### src/rtl/cuckoo_pkg.sv
// Shared types and hash constants for the cuckoo insert path
// (index generator and insert stage).
package cuckoo_pkg;

   localparam logic [31:0] HASH_C1 = 32'h9E3779B1;
   localparam logic [31:0] HASH_C2 = 32'h85EBCA6B;

   localparam int DEF_KEY_W = 32;
   localparam int DEF_IDX_W = 5;
   localparam int DEF_SEQ_W = 8;

   typedef logic [DEF_IDX_W-1:0] idx_t;

   typedef struct packed {
      logic                 valid;
      logic [DEF_KEY_W-1:0] key;
      logic [DEF_SEQ_W-1:0] seq;
      logic [31:0]          p1;
      logic [31:0]          p2;
   } pipe_stage_t;

endpackage

### src/rtl/cuckoo_hash_fold.sv
// Multiplicative hash split across a pipeline register: key -> truncated
// 32-bit product on one side, registered product -> top IDX_W bits on the other.
module cuckoo_hash_fold #(
   parameter logic [31:0] C     = 32'h1,
   parameter int          IDX_W = 5
) (
   input  logic [31:0]      key,
   output logic [31:0]      prod,
   input  logic [31:0]      prod_in,
   output logic [IDX_W-1:0] idx
);

   assign prod = key * C;
   assign idx  = IDX_W'(prod_in >> (32 - IDX_W));

endmodule

### src/rtl/cuckoo_index_gen.sv
// Three-stage stallable feeder computing two distinct cuckoo table indices per key.
// Optional macro CUCKOO_COLLISION_CNT_EN adds a saturating collision_cnt output.
module cuckoo_index_gen
   import cuckoo_pkg::*;
#(
   parameter int KEY_W = DEF_KEY_W,
   parameter int IDX_W = DEF_IDX_W,
   parameter int SEQ_W = DEF_SEQ_W
) (
   input  logic             clk,
   input  logic             rst,
   input  logic             in_valid,
   output logic             in_ready,
   input  logic [KEY_W-1:0] in_key,
   output logic             out_valid,
   input  logic             out_ready,
   output logic [KEY_W-1:0] out_key,
   output logic [IDX_W-1:0] out_index1,
   output logic [IDX_W-1:0] out_index2,
   output logic [SEQ_W-1:0] out_seq
`ifdef CUCKOO_COLLISION_CNT_EN
   ,
   output logic [15:0]      collision_cnt
`endif
);

   logic             adv;
   logic             accept;
   logic             collide;
   logic [31:0]      prod1, prod2;
   logic [IDX_W-1:0] h1, h2;

   logic [SEQ_W-1:0] seq_cnt_q, seq_cnt_d;
   logic             s1_valid_q, s1_valid_d;
   logic [KEY_W-1:0] s1_key_q, s1_key_d;
   logic [SEQ_W-1:0] s1_seq_q, s1_seq_d;
   pipe_stage_t      s2_q, s2_d;
   logic             s3_valid_q, s3_valid_d;
   logic [KEY_W-1:0] s3_key_q, s3_key_d;
   logic [IDX_W-1:0] s3_idx1_q, s3_idx1_d;
   logic [IDX_W-1:0] s3_idx2_q, s3_idx2_d;
   logic [SEQ_W-1:0] s3_seq_q, s3_seq_d;

   cuckoo_hash_fold #(.C(HASH_C1), .IDX_W(IDX_W)) u_fold1 (
      .key     (s1_key_q),
      .prod    (prod1),
      .prod_in (s2_q.p1),
      .idx     (h1)
   );

   cuckoo_hash_fold #(.C(HASH_C2), .IDX_W(IDX_W)) u_fold2 (
      .key     (s1_key_q),
      .prod    (prod2),
      .prod_in (s2_q.p2),
      .idx     (h2)
   );

   assign collide = (h2 == h1);

   always_comb begin
      adv      = !s3_valid_q || out_ready;
      accept   = in_valid && adv;
      in_ready = adv;

      // NOTE: every signal gets its hold value first, so no path leaves it
      // unassigned and no latch is inferred.
      seq_cnt_d  = seq_cnt_q + SEQ_W'(accept);
      s1_valid_d = s1_valid_q;
      s1_key_d   = s1_key_q;
      s1_seq_d   = s1_seq_q;
      s2_d       = s2_q;
      s3_valid_d = s3_valid_q;
      s3_key_d   = s3_key_q;
      s3_idx1_d  = s3_idx1_q;
      s3_idx2_d  = s3_idx2_q;
      s3_seq_d   = s3_seq_q;

      // Bubbles shift like real entries so latency stays fixed at three.
      if (adv) begin
         s1_valid_d = in_valid;
         s1_key_d   = accept ? in_key : s1_key_q;
         s1_seq_d   = seq_cnt_q;

         s2_d.valid = s1_valid_q;
         s2_d.key   = s1_key_q;
         s2_d.seq   = s1_seq_q;
         s2_d.p1    = prod1;
         s2_d.p2    = prod2;

         s3_valid_d = s2_q.valid;
         s3_key_d   = s2_q.key;
         s3_seq_d   = s2_q.seq;
         s3_idx1_d  = h1;
         s3_idx2_d  = collide ? (h1 ^ IDX_W'(1)) : h2;
      end
   end

   // NOTE: state updates use non-blocking assignments so every flop samples
   // pre-edge values regardless of statement order.
   always_ff @(posedge clk) begin
      if (rst) begin
         seq_cnt_q  <= '0;
         s1_valid_q <= 1'b0;
         s1_key_q   <= '0;
         s1_seq_q   <= '0;
         s2_q       <= '0;
         s3_valid_q <= 1'b0;
         s3_key_q   <= '0;
         s3_idx1_q  <= '0;
         s3_idx2_q  <= '0;
         s3_seq_q   <= '0;
      end else begin
         seq_cnt_q  <= seq_cnt_d;
         s1_valid_q <= s1_valid_d;
         s1_key_q   <= s1_key_d;
         s1_seq_q   <= s1_seq_d;
         s2_q       <= s2_d;
         s3_valid_q <= s3_valid_d;
         s3_key_q   <= s3_key_d;
         s3_idx1_q  <= s3_idx1_d;
         s3_idx2_q  <= s3_idx2_d;
         s3_seq_q   <= s3_seq_d;
      end
   end

   assign out_valid  = s3_valid_q;
   assign out_key    = s3_key_q;
   assign out_index1 = s3_idx1_q;
   assign out_index2 = s3_idx2_q;
   assign out_seq    = s3_seq_q;

`ifdef CUCKOO_COLLISION_CNT_EN
   logic [15:0] coll_cnt_q, coll_cnt_d;

   // Counted as the forced-XOR entry loads into the output stage.
   always_comb begin
      coll_cnt_d = coll_cnt_q;
      if (adv && s2_q.valid && collide && (coll_cnt_q != 16'hFFFF)) begin
         coll_cnt_d = coll_cnt_q + 16'd1;
      end
   end

   always_ff @(posedge clk) begin
      if (rst) begin
         coll_cnt_q <= '0;
      end else begin
         coll_cnt_q <= coll_cnt_d;
      end
   end

   assign collision_cnt = coll_cnt_q;
`endif

endmodule

### config.mk
export PLATFORM = sky130hd
export DESIGN_NAME = cuckoo_index_gen
export DESIGN_NICKNAME = d
export VERILOG_FILES = /design/src/rtl/cuckoo_pkg.sv /design/src/rtl/cuckoo_hash_fold.sv /design/src/rtl/cuckoo_index_gen.sv
export SDC_FILE = /design/constraint.sdc
export NUM_CORES = 1
export LEC_CHECK = 0
export CAP_MARGIN = 20
export CORE_ASPECT_RATIO = 2
export CORE_MARGIN = 2
export CORE_UTILIZATION = 30
export DETAILED_ROUTE_END_ITERATION = 7
export PLACE_DENSITY = 0.54
export SETUP_SLACK_MARGIN = 0.5
export SYNTH_ARGS = -nofsm -noshare
export SYNTH_HDL_FRONTEND = slang
export SYNTH_HIERARCHICAL = 1
export SYNTH_SLANG_ARGS = --single-unit
### constraint.sdc
create_clock -name clk -period 7.6 [get_ports clk]
set_input_delay 1.52 -clock clk [delete_from_list [all_inputs] [get_ports clk]]
set_output_delay 1.52 -clock clk [all_outputs]
set_load 0.02 [all_outputs]
Yosys cells after proc, flatten, opt, wreduce, memory -nomap -nowiden
Cells that the tools add are included.
{"block": "word_totals", "ff_bits": 205, "inputBits": 36, "out_inout_bits": 52, "wordCells": 24}
{"block": "classes", "addsub": 1, "mul": 2, "eq_ne": 1, "n_mux": 1, "bitwise_logic": 1, "reduce_logical": 4}
{"operator": "32-bit by 32-bit multiplier with 32-bit output (second input constant)", "count": 2}
{"operator": "8-bit by 1-bit adder with 8-bit output", "count": 1}
{"operator": "5-bit == test", "count": 1}
{"operator": "5-bit two-way mux", "count": 1}
{"operator": "2-bit AND reduction", "count": 1}
{"operator": "1-bit logical AND", "count": 1}
{"operator": "1-bit zero test", "count": 1}
{"operator": "1-bit logical OR", "count": 1}
{"operator": "1-bit NOT", "count": 1}

Depth between registers and ports, before layout
Gate-level depths: netlist (run 1).
{"block": "logic_depth", "depth_word": 4, "depth_mapped": 26, "ltp_nobuf": 26}

Hierarchy
The synthesis (run 1) kept the hierarchy.
{"mod": "cuckoo_hash_fold at u_fold2", "n_inst": 1, "cells_each": 880, "area_per_inst_um2": 8933.6, "seq_area_each_um2": 0.0}
{"mod": "cuckoo_hash_fold at u_fold1", "n_inst": 1, "cells_each": 890, "area_per_inst_um2": 8867.3, "seq_area_each_um2": 0.0}
{"mod": "cuckoo_index_gen", "n_inst": 1, "cells_each": 891, "area_per_inst_um2": 7158.1, "seq_area_each_um2": 4103.9}

Worst setup path after synthesis (run 1)
No wires, ideal clock.
{"block": "synth_timing", "kind": "flip-flop to flip-flop", "startpoint": "register s1_key_q[5]", "endpoint": "register s2_q[58] (netlist bit)", "setup_ns": 0.070, "t_arrival_ns": 6.770, "required_time_ns": 7.530, "slack_ns": 0.759, "path_stages_with_launch": 24, "path_buffers": 0, "synth_period_minus_slack_ns": 6.841, "cell_sequence": "dfxtp_1 -> inv_1 -> fa_1 -> inv_1 -> fa_1 -> fa_1 -> inv_1 -> fa_1 -> inv_1 -> fa_1 -> fa_1 -> fa_1 -> inv_1 -> fa_1 -> inv_1 -> ha_1 -> a211oi_1 -> o21ai_0 -> a31oi_1 -> a21oi_1 -> or4_1 -> o311ai_1 -> nand2_1 -> a21oi_1"}
{"block": "synth_via", "elab_chain_cells": 1}
{"element": "from (decl)", "line": "cuckoo_index_gen.sv:35", "text": "logic [KEY_W-1:0] s1_key_q, s1_key_d;"}
{"element": "from (signal assigned)", "line": "cuckoo_index_gen.sv:115", "text": "s1_key_q <= s1_key_d;"}
{"element": "32-bit by 32-bit multiplier with 32-bit output", "line": "cuckoo_hash_fold.sv:13", "text": "assign prod = key * C;"}
{"element": "via prod1[26]", "line": "cuckoo_index_gen.sv:30", "text": "logic [31:0] prod1, prod2;"}
{"element": "to (signal assigned)", "line": "cuckoo_index_gen.sv:106", "text": "s2_q <= '0;"}
{"element": "to (signal assigned)", "line": "cuckoo_index_gen.sv:117", "text": "s2_q <= s2_d;"}
{"element": "to (decl)", "line": "cuckoo_index_gen.sv:37", "text": "pipe_stage_t s2_q, s2_d;"}
The timed path passes the listed nets, and every way through them passes these cells.
A chain may end at the register's enable or synchronous reset.

Final worst setup path (run 1)
{"block": "layout_timing", "startpoint": "register s1_key_q[4]", "endpoint": "register s2_q[59] (netlist bit)"}
The elaborated chain is that of the path after synthesis.

==> metrics.txt, run 1 <==
outcome finished clean; Worst setup SP type register; Die Width 196.8 µm; Final GP Congestion 0.9279; boundary pin count 88; Synth Net Count 3,132; Starting Density 30.26%; Hold Path Sink out_seq[3]; Clock Skew 0.02129 ns; most frequent cells in the layout inv_1 (629), fa_1 (417), ha_1 (367); drt initial violations 488; Tmin final 6.783 ns; CTS root buf clkbuf_16; Post-Place Setup Slack between 0.6 and 0.7 ns; Die Ht 389.7 µm; leak pwr 12.68 nW; Slew HR 36.80%; DP HPWL 56,820 µm; H-tree Lvls 4; layout cell share with drive strength beyond 1 4.677%; setup TNS 0 ns; worst setup path class register to register; port bufs 87; final cell count without fillers 3,345; final hold viol count 0; Worst Hold Launch out_seq[3]; fin nets 3,233; CP max stage cell fa_1; Mapped Area 0.02231 mm²; Max-Cap Viols 0; CP arrival 7.19 ns; Post-Syn Area per Cell 9.651 µm²; clock sink count ~150; first-pass GRT wire length about 100,000 µm; Clk pin slew, worst setup/hold paths 0.06 ns; crit share post-route 89.25%; initial antenna violation count 2; crit path capture type register; Site Rows 141; Skew-Pair Late Insertion Delay 0.49 ns; final setup margin 0.8169 ns; GRT Total Usage between 10% and 20%; Hold Crit Class register to register; CTS tree done; reg2reg end s2_q[59]; per-cell routed wire length 19.48 µm; drt total wl ~65,000 µm; power density cells 391.7 mW/mm²; DRC 0; commonest non-fill, non-tap cell in the layout inv_1; Slew Limit Fails 0; WHS Path Cells 2; Setup violations, final 0; CP Buf/Inv Count 8; via count approximately 15,000; f_max 0.1474 GHz; WP data required 8.01 ns; VDD IR-drop max 0.0003664 V; DRT Pass-1 Iters 5; area of the die around 0.077 mm²; gr ovfl total 0; Clock Path Buffers 3; total CTS buffers 25; placed insts 3,309; delay-heaviest family, CP adder cells; worst reg-to-reg setup slack roughly 0.82 ns; Crit Path Max Fanout 4; DR vias/cell 4.552; DRT antenna net count 0; Layout area overhead 12.57%; Register-to-Register Path Depth 26; Slew @ Worst Pin 0.9481 ns; Reg2Reg Launch Point s1_key_q[4]; RSZ-0062 raised after global routing no; max incr delay on CP 0.55 ns; Yosys warnings 6; vias in the first global route 17,127; Layout Utilization between 30% and 40%; Antenna diodes 0; core area 0.07374 mm²; Cells after Synth approximately 2,300; largest net degree at the start of global routing 88; total power draw 9.838 mW
[registers in the layout, indices dropped and copies added, names as in the netlist]
register and flops:
out_valid 1, s1_valid_q 1, s2_q 51, out_index2 5, out_key 32, seq_cnt_q 8
out_index1 5, out_seq 8, s1_seq_q 8, s1_key_q 32
[report_power, final]
group | leakage [nW] | switching (mW) | total (mW) | internal, mW
logic | 11.1 | 4.41 | 7.85 | 3.45
clock network | 0.355 | 0.363 | 1.03 | 0.669
registers | 1.23 | 0.0744 | 0.951 | 0.877
[per-stage QoR]
stage / cell area (µm²) / hold WS [ns]
after floorplan: 22310 / 0.4280
after global placement: 24310 / 0.4395
after detailed placement: 24310 / 0.4432
after CTS: 25030 / 0.4468
after global routing: 25120 / 0.4619
final: 25120 / 0.4471
[layer usage]
metal  wire [µm]  GRT usage, %  vias to the layer above
met3        1474         1.658                      170
li1            -             -                     7150
met4        5202         12.67                        4
met2       36720         34.80                      338
met1       21720         17.03                     7563
met5          27             0                        -
[final cells by class]
class | instances | area [µm²]
Fill cell | 7627 | 48630
Multi-Input combinational cell | 1461 | 16520
Sequential cell | 151 | 3028
Inverter | 633 | 2386
Timing Repair Buffer | 141 | 1299
Tap cell | 929 | 1162
Clock buffer | 27 | 653.1
Clock inverter | 3 | 65.06
[how the worst max path moves through the flow]
stage,startpoint,to,slack [ns],cells past startpoint
2_1_floorplan,s1_key_q[10],s2_q[62],0.90,24
3_3_place_gp,s1_key_q[7],s2_q[62],0.72,24
3_5_place_dp,s1_key_q[7],s2_q[62],0.61,24
4_1_cts,s1_key_q[7],s2_q[62],0.61,24
5_1_grt,s1_key_q[7],s2_q[62],0.51,24
6_report,s1_key_q[4],s2_q[59],0.82,26
[repair_timing]
item	in CTS	in global routing
hold buffers	0	0
buffers inserted	0	6
endpoints found under the setup margin	0	8
resized for setup	0	13
[tightest hold or removal path: cells and delay by family, from the launching register on]
kind               cells  cell delay (ns)
and+or+nand+nor        1             0.05
AOI/OAI and AO/OA      1             0.05
DFF                    1             0.31
(Power assumes the default switching activity.)
==> run 2, diff against run 1 <==
==> constraint.sdc (replaced) <==
create_clock -name clk -period 7.6 [get_ports clk]
set_input_delay 1.52 -clock clk [delete_from_list [all_inputs] [get_ports clk]]
set_output_delay 1.52 -clock clk [all_outputs]
set_load 0.1 [all_outputs]
==> run 2 against run 1 <==
Combinational power is 1% higher. Setup slack worse by 0.011 ns. Register-to-register slack hardly changed. Largest cell class unchanged. Count of clock-buffer cells in the layout is 3 higher. Maximum frequency is 0.17% lower. Routed wire length is 1.0% higher. Global-route usage is 0.12 points higher. Clock power is 4% lower. Non-clock buffer count is 1 lower. Cell area hardly changed. Die area stayed put. Clock skew is 0.0016 ns higher. Critical endpoint unchanged.
==> metrics.txt, run 2 (synthesis results as in run 1) <==
CTS root buf clkbuf_16; CTS tree done; fin nets 3,232 (-0.031%); DRT antenna net count 0 (unchanged); Comb pwr share 80.4% (+0.6 points); final hold viol count 0 (unchanged); Clock Power Share 10.0% (-0.5 points); crit path capture type register; drt initial violations 550 (+13%); worst setup path class register to register; dpl cell area 0.02431 mm² (about the same); CP arrival 7.21 ns (+0.02 ns); VDD IR-drop max 0.0003604 V (-1.6%); clock sink count 151 (unchanged); vias in the first global route 17,245 (+0.69%); DR vias/cell 4.557 (+0.12%); outcome finished clean; WP data required 8.01 ns (about the same); Site Rows 141 (unchanged); crit share post-route 89.40% (+0.15 points); gr ovfl total 0 (unchanged); layout cell share with drive strength beyond 1 4.675% (about the same); Final GP Congestion 0.9284 (about the same); leak pwr 12.67 nW (-0.13%); net switching fraction of the power 50.01% (+0.77 points); Setup violations, final 0 (unchanged); Clock Path Buffers 3 (unchanged); Worst setup SP type register; DRT Pass-1 Iters 5 (unchanged); DRC 0 (unchanged); CTS Hold Bufs 0 (unchanged); Starting Density 30.26% (unchanged); Die Ht 389.7 µm (unchanged); Crit Path Max Fanout 4 (unchanged); total power draw 9.907 mW (+0.70%); Clk pin slew, worst setup/hold paths 0.07 ns (about the same); drt total wl 65,810 µm (+1.0%); final instance area 0.02509 mm² (about the same); Max-Cap Viols 0 (unchanged); RSZ-0062 raised after global routing no; per-cell routed wire length 19.66 µm (+0.95%); Clock Skew 0.02290 ns (+0.001616 ns); Tmin final 6.794 ns (+0.01134 ns); core area 0.07374 mm² (unchanged); Slew @ Worst Pin 1.058 ns (+0.1102 ns); worst reg-to-reg setup slack 0.81 ns (about the same); most flop-heavy register s2_q; Slew Limit Fails 0 (unchanged); commonest non-fill, non-tap cell in the layout inv_1; via count 15,252 (+0.18%); setup TNS 0 ns (unchanged); area of the die 0.07671 mm² (unchanged); H-tree Lvls 4 (unchanged); f_max 0.1472 GHz (-0.17%); Seq pwr share 9.6% (about the same); max reg flops 51 (unchanged); Hold Crit Class register to register; Layout area overhead 12.46% (about the same); DP HPWL 57,050 µm (+0.40%); initial antenna violation count 2 (unchanged); boundary pin count 88 (unchanged); P_int 4.952 mW (-0.82%); first-pass GRT wire length 101,300 µm (+1.1%); Slew HR 29.23% (-7.6 points); power density cells 394.8 mW/mm² (+0.80%); Skew-Pair Late Insertion Delay 0.49 ns (about the same); largest net degree at the start of global routing 88 (unchanged); most frequent cells in the layout inv_1 (628), fa_1 (417), ha_1 (367); Die Width 196.8 µm (unchanged); port bufs 87 (unchanged); Sw Pwr 4.955 mW (+2.3%); GRT Total Usage 17.90% (+0.12 points); total CTS buffers 25 (unchanged)
==> run 2: cell count changes in the layout (fill, tap and decap cells not counted) <==
| cell | delta |
|---|---|
| diode_2 | +1 |
| clkinvlp_4 | +1 |
| clkbuf_1 | +1 |
| bufinv_16 | -2 |
| dfxtp_2 | -3 |
| inv_1 | -1 |
| dfxtp_1 | +2 |
| clkbuf_8 | +2 |
| dfxtp_4 | +1 |
| clkdlybuf4s50_1 | -1 |
| inv_6 | +1 |
==> run 2: path summary, 6_finish.rpt <==
check | from | to | cells after the start
worst max-delay path | s1_key_q[4] | s2_q[59] | 26
worst min-delay path | s2_q[70] | out_seq[6] | 2
worst max register to register | s1_key_q[4] | s2_q[59] | 26
worst min register to register | s2_q[70] | out_seq[6] | 2
==> run 2: final cells by class <==
cell class / count / area [µm²]
clock buffers: 30 / 684.4
fillers: 7591 / 48650
clock inverters: 2 / 13.76
multi-input cells: 1461 / 16520
flip-flops and latches: 151 / 3028
inverters: 633 / 2390
well taps: 929 / 1162
repair buffers: 140 / 1289
diodes: 1 / 2.502
==> run 2: repair_timing <==
item                       4_1_cts  5_1_grt
buffers inserted                 0        5
resized for setup                0       13
setup endpoints to repair        0        8
==> run 2: power by group through the flow <==
| stage | clock [mW] | combinational (mW) | sequential, mW |
|---|---|---|---|
| 3_5_place_dp | 0 | 8.05 | 0.969 |
| 3_3_place_gp | 0 | 7.94 | 0.970 |
| 6_report | 0.993 | 7.96 | 0.953 |
| 5_1_grt | 1.04 | 9.12 | 0.957 |
| 4_1_cts | 1.02 | 8.12 | 0.953 |
| 2_1_floorplan | 0 | 5.80 | 1.07 |
==> run 2: through the flow <==
stage | setup slack, ns | utilization, % | hold slack (ns) | cells
finish | 0.8056 | 34.03 | 0.4477 | 3347
global route | 0.4917 | 34.03 | 0.4602 | 3346
CTS | 0.6132 | 33.91 | 0.4479 | 3341
detailed placement | 0.6252 | 32.97 | 0.4428 | 3309
global placement | 0.7159 | 32.97 | 0.4397 | 3309
floorplan | 0.9022 | - | 0.4280 | 2312
==> run 2: layer usage <==
layer	track usage (%)	up-vias	wire, µm
li1	-	7154	-
met5	0	-	11
met1	17.37	7642	22170
met4	11.31	2	4662
met2	35.61	307	37630
met3	1.442	147	1326
==> run 2: critical path, stage by stage, from the launching register on <==
cell       delay, ns
dfxtp_1         0.43
inv_1           0.15
fa_1            0.55
inv_1           0.05
fa_1            0.44
fa_1            0.55
inv_1           0.06
fa_1            0.53
inv_1           0.05
fa_1            0.55
inv_1           0.07
fa_1            0.47
inv_1           0.05
fa_1            0.52
inv_1           0.05
fa_1            0.52
inv_1           0.04
ha_1            0.31
nand2_1         0.06
a21oi_1         0.11
nand3_1         0.11
o21ai_1         0.19
a21oi_1         0.12
or4_1           0.41
o2111ai_1       0.10
nand2_1         0.07
a21oi_1         0.16
